`src/rtl/btn_debouncer.sv`:
```
// Debounces one asynchronous push-button into a clean clk-domain level and emits a
// one-clock pulse on press (also on release when BTN_DEBOUNCER_RELEASE_EDGE_EN is defined).
// Latency 2+N clocks from a clean input step; no backpressure, one instance per button.
module btn_debouncer #(
    parameter int   CLKIN_FREQ      = 27000000,
    parameter real  DEBOUNCE_PERIOD = 10e-3,
    parameter logic IDLE_STATE      = 1'b1
) (
    input  logic clk,
    input  logic reset,
    input  logic noisyIn,
    output logic debounceOut,
    output logic edgeDetectOut
);

    // N = ceil(CLKIN_FREQ * DEBOUNCE_PERIOD), never below 1
    localparam real PROD    = real'(CLKIN_FREQ) * DEBOUNCE_PERIOD;
    localparam int  N_TRUNC = $rtoi(PROD);
    localparam int  N_CEIL  = (real'(N_TRUNC) < PROD) ? N_TRUNC + 1 : N_TRUNC;
    localparam int  N       = (N_CEIL < 1) ? 1 : N_CEIL;
    localparam int  CW      = $clog2(N + 1);
    localparam logic [CW-1:0] TERM = CW'(N - 1);

    logic          sync1_q, sync2_q;
    logic          deb_q, deb_d;
    logic          edge_q, edge_d;
    logic [CW-1:0] cnt_q, cnt_d;

    always_ff @(posedge clk or negedge reset) begin
        if (!reset) begin
            sync1_q <= IDLE_STATE;
            sync2_q <= IDLE_STATE;
            deb_q   <= IDLE_STATE;
            edge_q  <= 1'b0;
            cnt_q   <= '0;
        end else begin
            sync1_q <= noisyIn;
            sync2_q <= sync1_q;
            deb_q   <= deb_d;
            edge_q  <= edge_d;
            cnt_q   <= cnt_d;
        end
    end

    always_comb begin
        deb_d  = deb_q;
        edge_d = 1'b0;
        cnt_d  = cnt_q;
        if (sync2_q == deb_q) begin
            cnt_d = '0;
        end else if (cnt_q == TERM) begin
            deb_d = sync2_q;
            cnt_d = '0;
`ifdef BTN_DEBOUNCER_RELEASE_EDGE_EN
            edge_d = 1'b1;
`else
            edge_d = (sync2_q != IDLE_STATE);
`endif
        end else begin
            cnt_d = cnt_q + CW'(1);
        end
    end

    assign debounceOut   = deb_q;
    assign edgeDetectOut = edge_q;

endmodule

```
`config.mk`:
```
export PLATFORM = sky130hd
export DESIGN_NAME = btn_debouncer
export DESIGN_NICKNAME = d
export VERILOG_FILES = /design/src/rtl/btn_debouncer.sv
export SDC_FILE = /design/constraint.sdc
export NUM_CORES = 1
export LEC_CHECK = 0
export ABC_AREA = 1
export CORE_MARGIN = 2
export CORE_UTILIZATION = 35
export DETAILED_ROUTE_END_ITERATION = 6
export DONT_BUFFER_PORTS = 1
export SLEW_MARGIN = 20
export SYNTH_ARGS = -nofsm -noshare
export SYNTH_HDL_FRONTEND = slang
export SYNTH_SLANG_ARGS = --single-unit
```
`constraint.sdc`:
```
create_clock -name clk -period 3.4 [get_ports clk]
set_input_delay 0.34 -clock clk [delete_from_list [all_inputs] [get_ports clk]]
set_output_delay 0.34 -clock clk [all_outputs]
set_load 0.02 [all_outputs]
```
[Word-level counts from Yosys, hierarchy flattened]
Index checks and enable logic that the tools add are counted.
Storage, ports and cells
  register bits: 23
  logic and storage cells: 15
Cells by class
  $add $sub $neg: 1
  equality and inequality tests: 2
  multiplexer cells: 4
  bitwise logic cells: 2
  reduce and logical (&&, ||, !) cells: 1
Operator list (count)
  $mux 19: 2
  $add 19x1->19 const B: 1
  $eq 19x19->1 const B: 1
  $mux 1: 2
  $not 1->1: 2
  $reduce_and 2->1: 1
  $eq 1x1->1: 1

[Logic depth before layout (Yosys ltp)]
Gate-level depths: netlist of the first run.
  depth in word-level cells: 3
  mapped depth: 8
  gate-level depth less buffers: 8

[Least setup slack after synthesis of the first run]
No wires, ideal clock.
  path kind: reg-to-reg
  from: register cnt_q[0]
  to: register cnt_q[9]
  data arrival time: 1.191 ns
  slack: 2.087 ns
  stages on the path, launching flop included: 9
  period minus slack after synthesis: 1.313 ns
  path through: dfrtp_1 > ha_1 > nand2_2 > nor2_8 > nand3_2 > nor2_4 > nor2_4 > inv_8 > nor2_1
Between the ends
  word-level cells in the longest chain between the ends: 3
  elaborated cells on any way between the ends: 4
Ends and longest elaborated chain
  start, declared: line 27  | logic [CW-1:0] cnt_q, cnt_d;
  start signal, assigned: line 41  | cnt_q <= cnt_d;
  $add 19x1->19 or $eq 19x19->1 (tied branches): line 60, 51
  $mux 19 (*): line 51  | end else if (cnt_q == TERM) begin
  $mux 19 (*): line 49  | if (sync2_q == deb_q) begin
  net cnt_d[9]: line 27
Mark *: on every way through the listed nets, which the timed path passes. The rest lies on a longest branch.
A chain may end at the register's enable or synchronous reset.

[Worst setup path after layout of the first run]
  from: register cnt_q[0]
  to: register cnt_q[13]
The elaborated chain is that of the path after synthesis.

==> results.toml, run 1 <==
[run_status]
outcome = "finished, violations left"
failed_checks = "hold timing"

[grt]
grt_usage_pct = 13.6
grt_pass1_wl_mm = 4.33
grt_antenna_before_repair = 0
grt_pass1_vias = 998
maximum_number_of_pins_on_one_net_before_global_route_repair = 24
overflow = 0

[sta]
rsz_0062_raised_after_global_routing = "false"
fmax_mhz = 683
fin_setup_tns_ps = 0
timing_hold_violations_final = 20
pin_slew_with_the_least_headroom_to_its_limit_ps = 629
timing.hold.ws_ps = -19.8
report.final.slew_viol_count = 0
fin_ws_ps = 1940
final_min_period_over_clock_period_pct = 43.1
min_period_ps = 1460
finalClockSkew_ps = 2.57
max_slew_margin_pct = 57.7
setup_viol_count_final = 0

[critical_path]
worst_r2r_endpoint = "cnt_q[13]"
worstSetupPathType = "reg -> reg"
reg2reg_slack_ps = 1940
most_prevalent_standard_cell_on_the_critical_path = "sky130_fd_sc_hd__nor2_4"
timing.critical_path.slowest_stage_cell = "sky130_fd_sc_hd__dfrtp_1"
worst-path-max-fanout = 6
critical_path_buf_inv_count = 0
max_stage_delay_ps = 430
cells_along_the_critical_path = "ha_1 -> nand2_2 -> nor2_8 -> nand3_2 -> nor2_4 -> nor2_4 -> nand2_1 -> nor2_1"
arrival_ps = 1720
required_time_at_the_worst_slack_endpoint_ps = 3660
kind_of_cell_with_the_highest_combined_delay_on_the_critical_path = "simple AND/OR/NAND/NOR gates"
rr_worst_depth = 8
critPathLaunchType = "flop"
cp-end-kind = "flop"
worst_r2r_startpoint = "cnt_q[0]"

[logic_synthesis]
synth.cells.most_frequent = "sky130_fd_sc_hd__nand2_1, sky130_fd_sc_hd__nor2_1, sky130_fd_sc_hd__dfrtp_1, sky130_fd_sc_hd__inv_1, sky130_fd_sc_hd__nor2_2"
yosysSeqAreaShare_pct = 46.7
yosysTopAreaCell = "sky130_fd_sc_hd__dfrtp_1"
synth_area_mm2 = 0.00124
netlist_top_cells_area = "sky130_fd_sc_hd__dfrtp_1, sky130_fd_sc_hd__nand2_1, sky130_fd_sc_hd__nor2_1"
synth-seq-cells = 23
yosys.cell_count.top_type = "sky130_fd_sc_hd__nand2_1"
fraction_of_synthesized_cell_area_taken_by_the_top_area_cell_type_pct = 40.3
number_of_enable_type_register_cells_in_the_synthesized_netlist = 0
synth_nets = 153
synthArstFlopShare_pct = 100
synth_top_flop_cell = "sky130_fd_sc_hd__dfrtp_1"
post_synth_inst_count = 149
average_size_of_a_mapped_cell_um2 = 8.33
synthesis.yosys.warnings = 0
post_synth_num_cell_types = 20

[floorplanning]
floorplan.io_pins = 5
die_height_um = 63.6
chipWidth_um = 63.6
effective_utilization_at_floorplan_pct = 36.9
total_die_area_mm2 = 0.00404
row_count = 21
placeableCoreArea_mm2 = 0.00336

[route]
wire_per_inst_um = 11.4
drt_first_iter_violations = 66
route.antenna.remaining_nets = 0
via_per_inst = 4.51
detailroute.via_count = 906
route.detailed.drc = 0
first_pass_iters = 4
wl_mm = 2.29

[place]
dp_hpwl_mm = 1.72
gp_congestion = 0.808
port_buffer_cells = 0
post_place_setup_slack_ps = 1950

[clock_tree]
clock_h_tree_levels = 1
post_cts_resized = 0
max-clock-path-buffers = 2
clk_pin_slew_worst_paths_ps = 120
clock-sinks = 23
cts_made_buffers = 3
clock_latency_ps = 310
tritoncts = "done"
clk_root_buffer_cell = "sky130_fd_sc_hd__clkbuf_4"

[layout]
post_route_cells_drive_above_1_share_pct = 20.6
final_core_utilization_pct = 39.8
diodes = 0
syn2layout_area_growth_pct = 7.96
final_layout_net_count = 160

[power]
power-per-cell-area_mw_per_mm2 = 322
static-leakage-power_nw = 0.589
vdd_ir_max_mv = 0.176
design_power_total_uw = 431

[min_path]
hold_path.class = "in -> async"

[job]
max_cap_violations = 0
-- where the power goes --
| group | total (mW) | switching (mW) | leakage, nW | internal (mW) |
|---|---|---|---|---|
| Sequential | 0.281 | 0.00268 | 0.308 | 0.279 |
| Clock | 0.128 | 0.0820 | 0.0150 | 0.0459 |
| Combinational | 0.0220 | 0.0157 | 0.266 | 0.00626 |
| Total | 0.431 | 0.100 | 0.589 | 0.331 |
-- cell usage in the layout (no fill, tap or decap) --
master                          count
sky130_fd_sc_hd__nand3b_1           1
sky130_fd_sc_hd__inv_1             20
sky130_fd_sc_hd__inv_8              1
sky130_fd_sc_hd__dfstp_2            3
sky130_fd_sc_hd__dfrtp_1           20
sky130_fd_sc_hd__nand2_1           30
sky130_fd_sc_hd__a21oi_1            4
sky130_fd_sc_hd__nor2_8             1
sky130_fd_sc_hd__xnor2_1            1
sky130_fd_sc_hd__inv_2              1
sky130_fd_sc_hd__ha_1               1
sky130_fd_sc_hd__clkbuf_1           1
sky130_fd_sc_hd__nor2_2            13
sky130_fd_sc_hd__nand2_2            4
sky130_fd_sc_hd__clkbuf_4           3
sky130_fd_sc_hd__buf_2              1
sky130_fd_sc_hd__nor2_4             4
sky130_fd_sc_hd__nor3b_1            1
sky130_fd_sc_hd__nand3_1           10
sky130_fd_sc_hd__dlygate4sd3_1      1
sky130_fd_sc_hd__xor2_1             9
sky130_fd_sc_hd__nand3_2            1
sky130_fd_sc_hd__o21ai_0            2
sky130_fd_sc_hd__nor2_1            22
-- routing by layer --
metal	part of all wire (%)	wire, um	vias up	track usage [%]
li1	-	-	459	-
met1	47	1080	426	17.1
met2	48	1100	16	23.7
met3	2.9	66	5	1.79
met4	1.8	42	0	4.89
met5	0	0	-	0
-- registers in the layout (all words and copies together), names as in the netlist --
signal / cells
cnt_q: 19
debounceOut: 1
edgeDetectOut: 1
sync1_q: 1
sync2_q: 1
-- worst reg2reg max path, delay by kind of cell (launching register included) --
kind | cells | cell delay (ps)
simple gates | 7 | 750
flops | 1 | 430
fa+ha+maj | 1 | 230
-- metrics by stage --
step | std cells | area, um2
detailed placement | 195 | 1300
global route | 201 | 1340
global placement | 195 | 1300
CTS | 201 | 1350
floorplan | 149 | 1240
finish | 201 | 1340
-- worst max-delay path by stage --
stage	startpoint	to	slack (ps)	cells past startpoint
2_1_floorplan	cnt_q[0]	cnt_q[9]	2090	8
3_3_place_gp	debounceOut	cnt_q[9]	2000	4
3_5_place_dp	cnt_q[0]	cnt_q[9]	1950	8
4_1_cts	cnt_q[0]	cnt_q[9]	1910	8
5_1_grt	cnt_q[0]	cnt_q[9]	1820	8
6_report	cnt_q[0]	cnt_q[13]	1940	8
-- layout make-up --
| type | instances | area [um2] |
|---|---|---|
| clock buffers | 4 | 26.3 |
| multi-input cells | 104 | 572 |
| inverters | 22 | 90.1 |
| well taps | 46 | 57.6 |
| repair buffers | 2 | 15.0 |
| flip-flops and latches | 23 | 579 |
| fillers | 369 | 2020 |
-- logic make-up after synthesis --
logic type | synth area share [%]
AOI/OAI and AO/OA | 2.42
xor gates and xnor gates | 7.06
and+or+nand+nor | 35.6
adders and majority gates | 1.01
buffers and inverters | 7.26
DFF | 46.7
-- what timing repair did --
action,CTS,global route
setup endpoints to repair,0,0
setup buffers,0,0
hold buffers,2,0
endpoints found under the hold margin,24,0
Note: power is estimated with default switching activity, not from simulation.
==> run 2, diff against run 1 <==
clock period = 1.35 ns   (was 3.4 ns; I/O delays follow)
==> run 2 against run 1 <==
  * The flow finishes with violations (setup timing)
  * Global-route usage shrank 0.74 points
  * Core utilization is 3.4 points higher
  * Clock-buffer cell count is 1 lower
  * Cell area grew 8.6%
  * Die area unchanged
  * Combinational power increased to 3.2 times the previous value
  * Total power grew to 2.6 times the previous value
  * Cell count increased by 4.0%
  * Register-to-register slack got worse by 1900 ps
==> results.toml, run 2 (synthesized netlist as in run 1, its figures left out) <==
[critical_path]
critPathLaunchType = "flop"
cp-end-kind = "flop"
cells_along_the_critical_path = "buf_4 -> nand2_1 -> nor2_4 -> nand2_4 -> nor2_2 -> xor2_1 -> nor2_2"
worst-path-max-fanout = 4
arrival_ps = 1570
worstSetupPathType = "reg -> reg"
required_time_at_the_worst_slack_endpoint_ps = 1570
timing.critical_path.slowest_stage_cell = "sky130_fd_sc_hd__dfrtp_1"
most_prevalent_standard_cell_on_the_critical_path = "sky130_fd_sc_hd__nor2_2"
max_stage_delay_ps = 410

[layout]
syn2layout_area_growth_pct = 17.2
final_layout_net_count = 168
mostFrequentLayoutCell = "sky130_fd_sc_hd__nand2_1"
max_reg_flops = 19
mostFrequentLayoutCells = "sky130_fd_sc_hd__nand2_1, sky130_fd_sc_hd__nor2_1, sky130_fd_sc_hd__dfrtp_1"
fin_cells = 209
post_route_cells_drive_above_1_share_pct = 27.6
regMostFlops = "cnt_q"
final_core_utilization_pct = 43.3
fill_cells = 361
diodes = 0

[sta]
report.final.slew_viol_count = 0
setup_viol_count_final = 1
pin_slew_with_the_least_headroom_to_its_limit_ps = 500
final_min_period_over_clock_period_pct = 100
fmax_mhz = 740
min_period_ps = 1350
fin_ws_ps = -0.906
fin_setup_tns_ps = -0.906
max_slew_margin_pct = 66.7
finalClockSkew_ps = 5.96
rsz_0062_raised_after_global_routing = "true"
timing_hold_violations_final = 0

[floorplanning]
die_height_um = 63.6
effective_utilization_at_floorplan_pct = 36.9
row_count = 21
placeableCoreArea_mm2 = 0.00336
total_die_area_mm2 = 0.00404
floorplan.io_pins = 5
chipWidth_um = 63.6

[power]
static-leakage-power_nw = 0.674
design_power_total_mw = 1.11
power-per-cell-area_mw_per_mm2 = 765
vdd_ir_max_mv = 0.684

[route]
via_per_inst = 4.46
first_pass_iters = 4
wire_per_inst_um = 10.3
drt_first_iter_violations = 46
route.antenna.remaining_nets = 0
route.detailed.drc = 0
wl_mm = 2.15
detailroute.via_count = 933

[min_path]
hold_path.class = "in -> async"

[clock_tree]
cts_made_buffers = 3
clock-sinks = 23
max-clock-path-buffers = 2
clock_latency_ps = 320
clk_root_buffer_cell = "sky130_fd_sc_hd__clkbuf_4"
clock_h_tree_levels = 1
clk_pin_slew_worst_paths_ps = 130
tritoncts = "done"

[place]
gp_congestion = 0.808
port_buffer_cells = 0
post_place_setup_slack_ps = -38.6
place.detailed.instances = 200
dp_hpwl_mm = 1.63

[grt]
grt_pass1_vias = 940
maximum_number_of_pins_on_one_net_before_global_route_repair = 24
grt_antenna_before_repair = 0
grt_pass1_wl_mm = 4.13
overflow = 0
grt_usage_pct = 12.8

[run_status]
outcome = "finished, violations left"
failed_checks = "setup timing"

[job]
max_cap_violations = 0
-- run 2: cell count changes in the layout (fill, tap and decap cells not counted), sizes merged --
cell | previous run | this run
buf | 1 | 8
clkbuf | 4 | 3
clkinvlp | 0 | 1
dlygate4sd3 | 1 | 2
-- run 2: path summary, 6_finish.rpt --
check                      startpoint  slack (ps)  cells after the start   endpoint
hold / removal                  reset         310                      2   cnt_q[2]
setup reg to reg             cnt_q[0]        -0.9                      7  cnt_q[11]
max in group asynchronous       reset         680                      2    sync2_q
hold reg to reg               sync1_q         370                      0    sync2_q
setup / recovery             cnt_q[0]        -0.9                      7  cnt_q[11]
min in group clk              noisyIn         340                      1    sync1_q
-- run 2: layout make-up --
class / count / area (um2) / share of cell area (%)
sequential: 23 / 581 / 39.9
tap: 46 / 57.6 / 3.96
clock inverter: 1 / 7.51 / 0.516
inverter: 22 / 90.1 / 6.19
clock buffer: 3 / 22.5 / 1.55
multi-input combinational: 104 / 619 / 42.6
timing repair buffer: 10 / 77.6 / 5.33
-- run 2: critical path, delay by kind of cell, from the launching register on --
| family | cells | cell delay, ps |
|---|---|---|
| buffers and inverters | 1 | 130 |
| flip-flops | 1 | 410 |
| AND/OR/NAND/NOR | 5 | 520 |
| XOR/XNOR | 1 | 190 |
-- run 2: power by group --
group          internal [mW]  switching [mW]  total [mW]
Clock                  0.113           0.220       0.333
Sequential             0.702         0.00918       0.711
Combinational         0.0267          0.0432      0.0698
-- run 2: timing repair --
| item | in CTS | in global routing |
|---|---|---|
| gates resized for setup | 2 | 9 |
| buffers inserted | 0 | 2 |
| hold buffers | 2 | 1 |
| endpoints found under the hold margin | 24 | 20 |
| pin swaps | 4 | 9 |
| setup endpoints to repair | 15 | 19 |
-- run 2: through the flow --
| step | hold slack [ps] | instance area (um2) |
|---|---|---|
| 4_1_cts | 323 | 1390 |
| 3_5_place_dp | -160 | 1340 |
| 6_report | 309 | 1460 |
| 3_3_place_gp | -160 | 1340 |
| 2_1_floorplan | -161 | 1240 |
| 5_1_grt | 322 | 1460 |
-- run 2: per-layer routing --
layer	global-route usage, %	routed length (um)
met1	17.7	1050
met2	20.5	1020
met3	3.75	68
met4	1.63	12
met5	0	0
